File: src/rtl/serial_add_ctrl_pkg.sv
`default_nettype none
// ============================================================================
// Module      : serial_add_ctrl_pkg
// Description : Shared constants for the bit-serial add/subtract controller:
//               FSM state encoding and the default operand width.
// Revision    : 1.0 - initial release
// ============================================================================
package serial_add_ctrl_pkg;

  // Default operand/result width in bits (legal range 2..64).
  localparam int DEFAULT_WIDTH = 32;

  // Controller states. Encoding is fixed so it can be observed in the field.
  typedef enum logic [1:0] {
    IDLE = 2'd0,
    RUN  = 2'd1,
    DONE = 2'd2
  } state_t;

endpackage
`default_nettype wire

File: src/rtl/serial_add_ctrl_if.sv
`default_nettype none
// ============================================================================
// Module      : serial_add_ctrl_if
// Description : Request/response bundle for the serial adder controller.
//   Requester -> controller : start, sub, a[WIDTH], b[WIDTH]
//   Controller -> requester : busy, done, result[WIDTH], cout, ovf, zero
//   master modport = requester side, slave modport = controller side.
// Revision    : 1.0 - initial release
// ============================================================================
interface serial_add_ctrl_if
  import serial_add_ctrl_pkg::*;
#(
  parameter int WIDTH = DEFAULT_WIDTH
);

  logic             start;
  logic             sub;
  logic [WIDTH-1:0] a;
  logic [WIDTH-1:0] b;
  logic             busy;
  logic             done;
  logic [WIDTH-1:0] result;
  logic             cout;
  logic             ovf;
  logic             zero;

  modport master (
    output start, sub, a, b,
    input  busy, done, result, cout, ovf, zero
  );

  modport slave (
    input  start, sub, a, b,
    output busy, done, result, cout, ovf, zero
  );

endinterface
`default_nettype wire

File: src/rtl/FullAdder.sv
`default_nettype none
// ============================================================================
// Module      : FullAdder
// Description : Single-bit full adder.
//   i_a, i_b  : operand bits
//   i_cin     : carry in
//   o_sum     : sum bit
//   o_cout    : carry out
// Revision    : 1.0 - initial release
// ============================================================================
module FullAdder (
  input  wire logic i_a,
  input  wire logic i_b,
  input  wire logic i_cin,
  output logic      o_sum,
  output logic      o_cout
);

  assign o_sum  = i_a ^ i_b ^ i_cin;
  assign o_cout = (i_a & i_b) | (i_a & i_cin) | (i_b & i_cin);

endmodule
`default_nettype wire

File: src/rtl/serial_add_ctrl.sv
`default_nettype none
// ============================================================================
// Module      : serial_add_ctrl
// Description : Bit-serial adder/subtractor. One operand bit per clock, LSB
//               first, through a single full adder. Subtraction is a + ~b + 1.
//   clk  : system clock, rising edge
//   rst  : synchronous active-high reset
//   bus  : serial_add_ctrl_if.slave (start/sub/a/b in; busy/done/result/
//          cout/ovf/zero out)
// Revision    : 1.0 - initial release
// ============================================================================
module serial_add_ctrl
  import serial_add_ctrl_pkg::*;
#(
  parameter int WIDTH = DEFAULT_WIDTH
) (
  input  wire logic        clk,
  input  wire logic        rst,
  serial_add_ctrl_if.slave bus
);

  localparam int CW = $clog2(WIDTH) + 1;

  state_t           state_q,  state_d;
  logic [CW-1:0]    cnt_q,    cnt_d;
  logic [WIDTH-1:0] a_q,      a_d;
  logic [WIDTH-1:0] b_q,      b_d;
  logic [WIDTH-1:0] result_q, result_d;
  logic             carry_q,  carry_d;
  logic             cmsb_q,   cmsb_d;   // carry into the MSB, for overflow
  logic             cout_q,   cout_d;
  logic             ovf_q,    ovf_d;
  logic             zero_q,   zero_d;
  logic             done_q,   done_d;

  logic             w_fa_sum;
  logic             w_fa_cout;

  FullAdder u_fa (
    .i_a    (a_q[0]),
    .i_b    (b_q[0]),
    .i_cin  (carry_q),
    .o_sum  (w_fa_sum),
    .o_cout (w_fa_cout)
  );

  always_comb begin
    state_d  = state_q;
    cnt_d    = cnt_q;
    a_d      = a_q;
    b_d      = b_q;
    result_d = result_q;
    carry_d  = carry_q;
    cmsb_d   = cmsb_q;
    cout_d   = cout_q;
    ovf_d    = ovf_q;
    zero_d   = zero_q;
    done_d   = 1'b0;

    case (state_q)
      IDLE: begin
        if (bus.start) begin
          a_d      = bus.a;
          b_d      = bus.b ^ {WIDTH{bus.sub}};
          carry_d  = bus.sub;               // the "+1" of two's complement
          cnt_d    = '0;
          result_d = '0;
          cout_d   = 1'b0;
          ovf_d    = 1'b0;
          zero_d   = 1'b1;                  // tracks the cleared result
          state_d  = RUN;
        end
      end

      RUN: begin
        a_d      = a_q >> 1;
        b_d      = b_q >> 1;
        result_d = {w_fa_sum, result_q[WIDTH-1:1]};
        carry_d  = w_fa_cout;
        cnt_d    = cnt_q + 1'b1;
        if (cnt_q == CW'(WIDTH - 1)) begin
          // carry_q is the carry into the MSB on this last bit
          cmsb_d  = carry_q;
          state_d = DONE;
        end
      end

      DONE: begin
        // Flags are registered from the settled result/carry, then the
        // completion pulse is presented together with them.
        cout_d  = carry_q;
        ovf_d   = cmsb_q ^ carry_q;
        zero_d  = (result_q == '0);
        done_d  = 1'b1;
        state_d = IDLE;
      end

      default: state_d = IDLE;
    endcase
  end

  always_ff @(posedge clk) begin
    if (rst) begin
      state_q  <= IDLE;
      cnt_q    <= '0;
      a_q      <= '0;
      b_q      <= '0;
      result_q <= '0;
      carry_q  <= 1'b0;
      cmsb_q   <= 1'b0;
      cout_q   <= 1'b0;
      ovf_q    <= 1'b0;
      zero_q   <= 1'b1;
      done_q   <= 1'b0;
    end else begin
      state_q  <= state_d;
      cnt_q    <= cnt_d;
      a_q      <= a_d;
      b_q      <= b_d;
      result_q <= result_d;
      carry_q  <= carry_d;
      cmsb_q   <= cmsb_d;
      cout_q   <= cout_d;
      ovf_q    <= ovf_d;
      zero_q   <= zero_d;
      done_q   <= done_d;
    end
  end

  assign bus.busy   = (state_q != IDLE);
  assign bus.done   = done_q;
  assign bus.result = result_q;
  assign bus.cout   = cout_q;
  assign bus.ovf    = ovf_q;
  assign bus.zero   = zero_q;

endmodule
`default_nettype wire
File: src/flat_wrapper.sv
// flat-port wrapper written by rule: the top's interface ports become plain ports
module serial_add_ctrl_flat import serial_add_ctrl_pkg::*;
#(
  parameter int WIDTH = DEFAULT_WIDTH
)
  (clk, rst, bus_start, bus_sub, bus_a, bus_b, bus_busy, bus_done, bus_result, bus_cout, bus_ovf, bus_zero);
  serial_add_ctrl_if #(.WIDTH(WIDTH)) bus_i ();
  input  wire logic clk;
  input  wire logic rst;
  input wire logic [$bits(bus_i.start)-1:0] bus_start;
  input wire logic [$bits(bus_i.sub)-1:0] bus_sub;
  input wire logic [$bits(bus_i.a)-1:0] bus_a;
  input wire logic [$bits(bus_i.b)-1:0] bus_b;
  output wire logic [$bits(bus_i.busy)-1:0] bus_busy;
  output wire logic [$bits(bus_i.done)-1:0] bus_done;
  output wire logic [$bits(bus_i.result)-1:0] bus_result;
  output wire logic [$bits(bus_i.cout)-1:0] bus_cout;
  output wire logic [$bits(bus_i.ovf)-1:0] bus_ovf;
  output wire logic [$bits(bus_i.zero)-1:0] bus_zero;
  assign bus_i.start = bus_start;
  assign bus_i.sub = bus_sub;
  assign bus_i.a = bus_a;
  assign bus_i.b = bus_b;
  assign bus_busy = bus_i.busy;
  assign bus_done = bus_i.done;
  assign bus_result = bus_i.result;
  assign bus_cout = bus_i.cout;
  assign bus_ovf = bus_i.ovf;
  assign bus_zero = bus_i.zero;
  serial_add_ctrl #(.WIDTH(WIDTH)) u_core (.clk(clk), .rst(rst), .bus(bus_i));
endmodule
File: config.mk
export PLATFORM = sky130hd
export DESIGN_NAME = serial_add_ctrl_flat
export DESIGN_NICKNAME = d
export VERILOG_FILES = /design/src/rtl/serial_add_ctrl_pkg.sv /design/src/rtl/serial_add_ctrl_if.sv /design/src/rtl/FullAdder.sv /design/src/rtl/serial_add_ctrl.sv /design/src/flat_wrapper.sv
export SDC_FILE = /design/constraint.sdc
export NUM_CORES = 1
export LEC_CHECK = 0
export ABC_AREA = 1
export CORE_MARGIN = 8
export CORE_UTILIZATION = 57
export CTS_BUF_LIST = sky130_fd_sc_hd__clkbuf_4 sky130_fd_sc_hd__clkbuf_8
export DETAILED_ROUTE_END_ITERATION = 10
export GPL_TIMING_DRIVEN = 0
export PLACE_DENSITY_LB_ADDON = 0.15
export SLEW_MARGIN = 30
export SYNTH_ARGS = -nofsm -noshare
export SYNTH_HDL_FRONTEND = slang
export SYNTH_SLANG_ARGS = --single-unit
File: constraint.sdc
create_clock -name clk -period 3.25 [get_ports clk]
set_input_delay 0.975 -clock clk [delete_from_list [all_inputs] [get_ports clk]]
set_output_delay 0.975 -clock clk [all_outputs]
set_load 0.05 [all_outputs]
==> out/qor.csv, run 1 <==
metric,value,unit
status,finished clean,
CTS buffer count,9,
FILL cells,684,
CTS tree,done,
RD Place Congestion,0.799,
Avg Inst Size Synth,7.35,sq um
max-slew violation count,0,
Crit. End Element,output pin,
first-pass GRT wire length,20300,um
Routed Antenna Nets,0,
via/cell ratio,5.13,
FP Rows,34,
sequential area share after synthesis,44.0,%
"count leader, synth",nand2_1,
switching share of total power,26.7,%
WL/cell,13.3,um
Worst setup SP type,flip-flop,
fraction of power consumed by sequential logic,51.9,%
worst-margin pin slew,0.530,ns
Final Hold Fails,0,
DRT Pass-1 Iters,5,
CTS sink cnt,110,
setup TNS,0,ns
die height,110,um
WP data arrival,1.73,ns
kind of critical path,flip-flop to output pin,
VDD IR max,0.270,mV
Power Total,0.00280,W
nets,865,
Unique masters post-synth,29,
GRT overflow,0,
synth cell count leaders,"nand2_1 (210), dfxtp_1 (110), inv_1 (64), nor2_1 (58), a21oi_1 (40)",
vias in the first global route,4586,
DRT iter0 DRCs,232,
via count,4656,
RSZ-0062 raised after global routing,false,
synthesized area,5010,sq um
Multi-input gate area,2320,sq um
total die area,12000,sq um
"EDFF count, synth",0,
Post-CTS Hold Buffers,0,
maxcap violations,0,
diode count,0,
synth-to-layout area growth,27.8,%
clock share of power,33.4,%
clock skew,0.0113,ns
Die X,110,um
dpl hpwl,8890,um
Final Critical Period,2.70,ns
total wire length,12100,um
Post-Layout Cell Count,908,
P_int,0.00205,W
"Reg clk slew, reported paths",0.10,ns
Port Buffers,103,
combinational share of power,14.7,%
Synth area leaders,"dfxtp_1 (44%), nand2_1 (16%), xor2_1 (5.6%)",
Initial Util,58.0,%
storage element area,2200,sq um
insertion delay to the later sink of the worst-skew pair,0.38,ns
layout cell share with drive strength beyond 1,9.25,%
H-tree depth,3,
largest net degree at the start of global routing,20,
relative slew slack,64.6,%
Max Freq,0.370,GHz
setup bufs post-CTS,0,
PD cells,437,nW/um^2
flop and latch count out of synthesis,110,
hold crit path type,flip-flop to flip-flop,
area of the core,8640,sq um
placed cell count,892,
Yosys Warn Count,0,
I/O pin count,105,
Worst Path Max Fanout,4,
post-CTS sizing,0,
CTS root buf,clkbuf_8,
number of setup violations in the final report,0,
total track usage,20.8,%
critical path data required time,2.27,ns
Post-Syn Nets,751,
Tcrit/Tclk final,83.2,%
asr flop ratio synth,0,%
post-synth top area share,44.0,%
Post-synth top flop,dfxtp_1,
LEAKAGE,2.66,nW
cell taking the most area after synthesis,dfxtp_1,
switching power,0.000747,W
Cells after Synth,681,
detailed-route DRC error count,0,
initial antenna violation count,0,
CTS Buffer Depth,2,
## cell usage in the layout, fill, tap and decap left out, drive strengths merged
master	instances
nand2	212
dfxtp	110
clkdlybuf4s50	103
inv	73
nor2	59
a21oi	40
o21ai	37
xor2	32
buf	32
a211oi	31
nand3	29
clkbuf	19
a31oi	9
nand4	3
or2	2
bufinv	2
nor3	1
xnor2	1
nor3b	1
o21bai	1
fa	1
ha	1
clkinv	1
## power by group through the flow
stage          logic [W]  registers [W]  clock network (W)
2_1_floorplan   0.000255        0.00148                  0
3_3_place_gp    0.000398        0.00148                  0
3_5_place_dp    0.000409        0.00148                  0
4_1_cts         0.000413        0.00145           0.000947
5_1_grt         0.000459        0.00146            0.00100
6_report        0.000410        0.00145           0.000934
## metal layers
metal,track usage (%),wire (um),part of all wire [%]
met1,24.4,5220,43
met2,37.1,6060,50
met3,4.40,633,5.2
met4,5.98,174,1.4
met5,0,0,0
## kinds of logic (layout without fill, tap and decap cells)
group	Yosys count	count (layout)	synth area share, %
AO/OA/AOI/OAI	118	118	15.6
AND/OR/NAND/NOR	307	307	24.3
flip-flops	110	110	44.0
adder cells (fa/ha/maj)	2	2	0.650
buffers and inverters	111	230	9.62
XOR/XNOR	33	33	5.77
## registers in the layout, summed over array words and instances, names as in the netlist
name,flops
u_core.cnt_q,6
u_core.bus.result,32
u_core.bus.zero,1
u_core.carry_q,1
u_core.b_q,32
u_core.bus.ovf,1
u_core.state_q,2
u_core.cmsb_q,1
u_core.a_q,32
u_core.bus.cout,1
u_core.bus.done,1
## cell type report
cell class / instances / area share, %
timing repair buffer: 103 / 16.1
sequential: 110 / 34.4
clock inverter: 7 / 1.60
clock buffer: 9 / 1.94
buffer: 42 / 3.48
inverter: 69 / 4.05
multi-input combinational: 460 / 36.3
tap: 108 / 2.11
## through the flow
step	cell area (sq um)	hold WS (ns)	util, %	setup WS, ns
global route	6400	0.472	74.1	0.488
finish	6400	0.457	74.1	0.546
detailed placement	6170	0.442	71.5	0.694
CTS	6400	0.460	74.1	0.539
floorplan	5010	0.425	-	1.48
global placement	6170	0.438	71.5	0.725
## path summary, 6_finish.rpt
kind / from / end / slack [ns] / cells past startpoint
hold reg to reg: u_core.a_q[28] / u_core.a_q[28] / 0.46 / 2
hold / removal: u_core.a_q[28] / u_core.a_q[28] / 0.46 / 2
setup reg to reg: u_core.carry_q / u_core.bus.result[31] / 1.84 / 4
setup / recovery: u_core.state_q[0] / bus_busy / 0.55 / 3
## critical path: stages (launching register included)
cell and delay (ns):
dfxtp_1 0.41, nor2_2 0.07, inv_1 0.07, clkdlybuf4s50_1 0.80
Note: power is estimated with default switching activity, not from simulation.
==> inputs of run 2 (changes only) <==
--- a/config.mk
+++ b/config.mk
@@ -7,7 +7,7 @@
 export LEC_CHECK = 0
 export ABC_AREA = 1
 export CORE_MARGIN = 8
-export CORE_UTILIZATION = 57
+export CORE_UTILIZATION = 53
 export CTS_BUF_LIST = sky130_fd_sc_hd__clkbuf_4 sky130_fd_sc_hd__clkbuf_8
 export DETAILED_ROUTE_END_ITERATION = 10
 export GPL_TIMING_DRIVEN = 0
==> constraint.sdc (replaced) <==
create_clock -name clk -period 2.8 [get_ports clk]
set_input_delay 0.84 -clock clk [delete_from_list [all_inputs] [get_ports clk]]
set_output_delay 0.84 -clock clk [all_outputs]
set_load 0.05 [all_outputs]
==> out/qor.csv, run 2 (same netlist as run 1, synthesis figures left out) <==
metric,value,unit,change
Final Critical Period,2.55,ns,
Port Buffers,103,,unchanged
DRT Pass-1 Iters,5,,unchanged
first-pass GRT wire length,20600,um,+1.8%
hold path depth,2,,unchanged
Critical R2R Launch,u_core.carry_q,,
status,finished clean,,
FILL cells,820,,+20%
"Reg clk slew, reported paths",0.10,ns,about the same
I/O pin count,105,,unchanged
WP data arrival,1.71,ns,-0.02 ns
maxcap violations,0,,unchanged
Post-CTS Hold Buffers,0,,unchanged
dpl hpwl,8960,um,+0.76%
Final Hold Fails,0,,unchanged
CTS Buffer Depth,2,,unchanged
layout cell share with drive strength beyond 1,9.25,%,unchanged
CTS sink cnt,110,,unchanged
number of setup violations in the final report,0,,unchanged
clock skew,0.0136,ns,+0.00234 ns
critical path data required time,1.96,ns,-0.31 ns
Worst Path Max Fanout,4,,unchanged
most frequent cells in the layout,"nand2_1 (210), dfxtp_1 (110), clkdlybuf4s50_1 (103)",,
area of the core,9200,sq um,+6.5%
hold crit path type,flip-flop to flip-flop,,
vias in the first global route,4518,,-1.5%
total wire length,12200,um,+0.49%
diode count,0,,unchanged
Worst setup SP type,flip-flop,,
total track usage,19.1,%,-1.6 points
storage element area,2200,sq um,unchanged
worst r2r path cells,4,,unchanged
kind of critical path,flip-flop to output pin,,
R2R Setup Slk,1.39,ns,-0.45 ns
GRT overflow,0,,unchanged
Routed Antenna Nets,0,,unchanged
Tcrit/Tclk final,91.0,%,
Initial Util,54.4,%,-3.5 points
placed cell count,895,,+0.34%
CP max stage delay,0.80,ns,about the same
Worst R2R End,u_core.bus.result[31],,
Crit. End Element,output pin,,
Post-Layout Cell Count,911,,+0.33%
CTS tree,done,,
HP Start,u_core.a_q[5],,
met3 usage,5.17,%,+0.77 points
Max Freq,0.392,GHz,
worst-margin pin slew,0.527,ns,-0.00269 ns
WL/cell,13.3,um,+0.16%
detailed-route DRC error count,0,,unchanged
FP Rows,35,,+2.9%
relative slew slack,64.7,%,+0.18 points
DRT iter0 DRCs,213,,-8.2%
via count,4656,,unchanged
"most common cell after layout, fill and taps aside",nand2_1,,
VDD IR max,0.350,mV,+30%
CP Cell Sequence,"nor2_2, inv_1, clkdlybuf4s50_1",,
PD cells,492,nW/um^2,+13%
max-slew violation count,0,,unchanged
CTS root buf,clkbuf_8,,
CTS buffer count,9,,unchanged
nets,865,,unchanged
insertion delay to the later sink of the worst-skew pair,0.36,ns,-0.02 ns
Multi-input gate area,2320,sq um,unchanged
initial antenna violation count,0,,unchanged
LEAKAGE,2.64,nW,-0.69%
Hold EP,u_core.a_q[5],,
via/cell ratio,5.11,,-0.33%
total die area,12800,sq um,+6.4%
post-CTS sizing,0,,unchanged
Die X,113,um,+3.2%
busiest layer in global routing,met2,,
met1 GRT Util,22.9,%,-1.5 points
Crit-path slowest cell,clkdlybuf4s50_1,,
synth-to-layout area growth,27.4,%,
RD Place Congestion,0.791,,-1.0%
largest net degree at the start of global routing,19,,-5.0%
setup TNS,0,ns,unchanged
die height,113,um,+3.2%
RSZ-0062 raised after global routing,false,,
met2 capacity usage during global routing,32.5,%,-4.7 points
H-tree depth,3,,unchanged
setup bufs post-CTS,0,,unchanged
run 2: cell count changes in the layout (fill, tap and decap cells not counted):
cell	delta
bufinv_16	-1
clkinvlp_4	+2
clkbuf_4	+1
inv_6	-2
run 2: stage by stage:
stage | cell area, sq um | power, W | worst slack [ns] | utilization [%] | hold slack (ns)
after floorplan | 5010 | 0.00201 | 1.16 | - | 0.425
after global placement | 6180 | 0.00218 | 0.405 | 67.2 | 0.439
after detailed placement | 6180 | 0.00220 | 0.402 | 67.2 | 0.439
after CTS | 6380 | 0.00316 | 0.225 | 69.3 | 0.457
after global routing | 6380 | 0.00328 | 0.186 | 69.3 | 0.471
final | 6380 | 0.00314 | 0.252 | 69.3 | 0.455
run 2: layout make-up:
cell class	count	share of cell area [%]
plain buffers	42	3.49
flip-flops and latches	110	34.5
inverters	69	4.06
multi-input cells	460	36.4
repair buffers	103	16.2
clock inverters	6	1.10
well taps	111	2.18
clock buffers	10	2.06
run 2: worst max-delay path by stage:
stage / end / startpoint / slack (ns) / depth (start not counted)
floorplan: u_core.b_q[11] / bus_sub / 1.16 / 7
global placement: u_core.state_q[1] / rst / 0.40 / 4
detailed placement: u_core.state_q[1] / rst / 0.40 / 4
CTS: bus_busy / u_core.state_q[0] / 0.22 / 3
global route: bus_busy / u_core.state_q[0] / 0.19 / 3
finish: bus_busy / u_core.state_q[0] / 0.25 / 3
run 2: per-layer routing:
metal	up-vias	part of all wire [%]
met3	6	5.0
met5	-	0
met4	0	0.89
li1	2376	-
met1	2181	46
met2	93	48
run 2: power breakdown:
part	internal (W)	switching, W
sequential	0.00164	0.0000417
clock	0.000432	0.000542
combinational	0.000216	0.000261
total	0.00229	0.000845
run 2: worst max-delay path, delay by kind of cell (launching register included):
kind,cells,cell delay [ns]
AND/OR/NAND/NOR,1,0.08
buffers and inverters,2,0.86
flip-flops,1,0.41
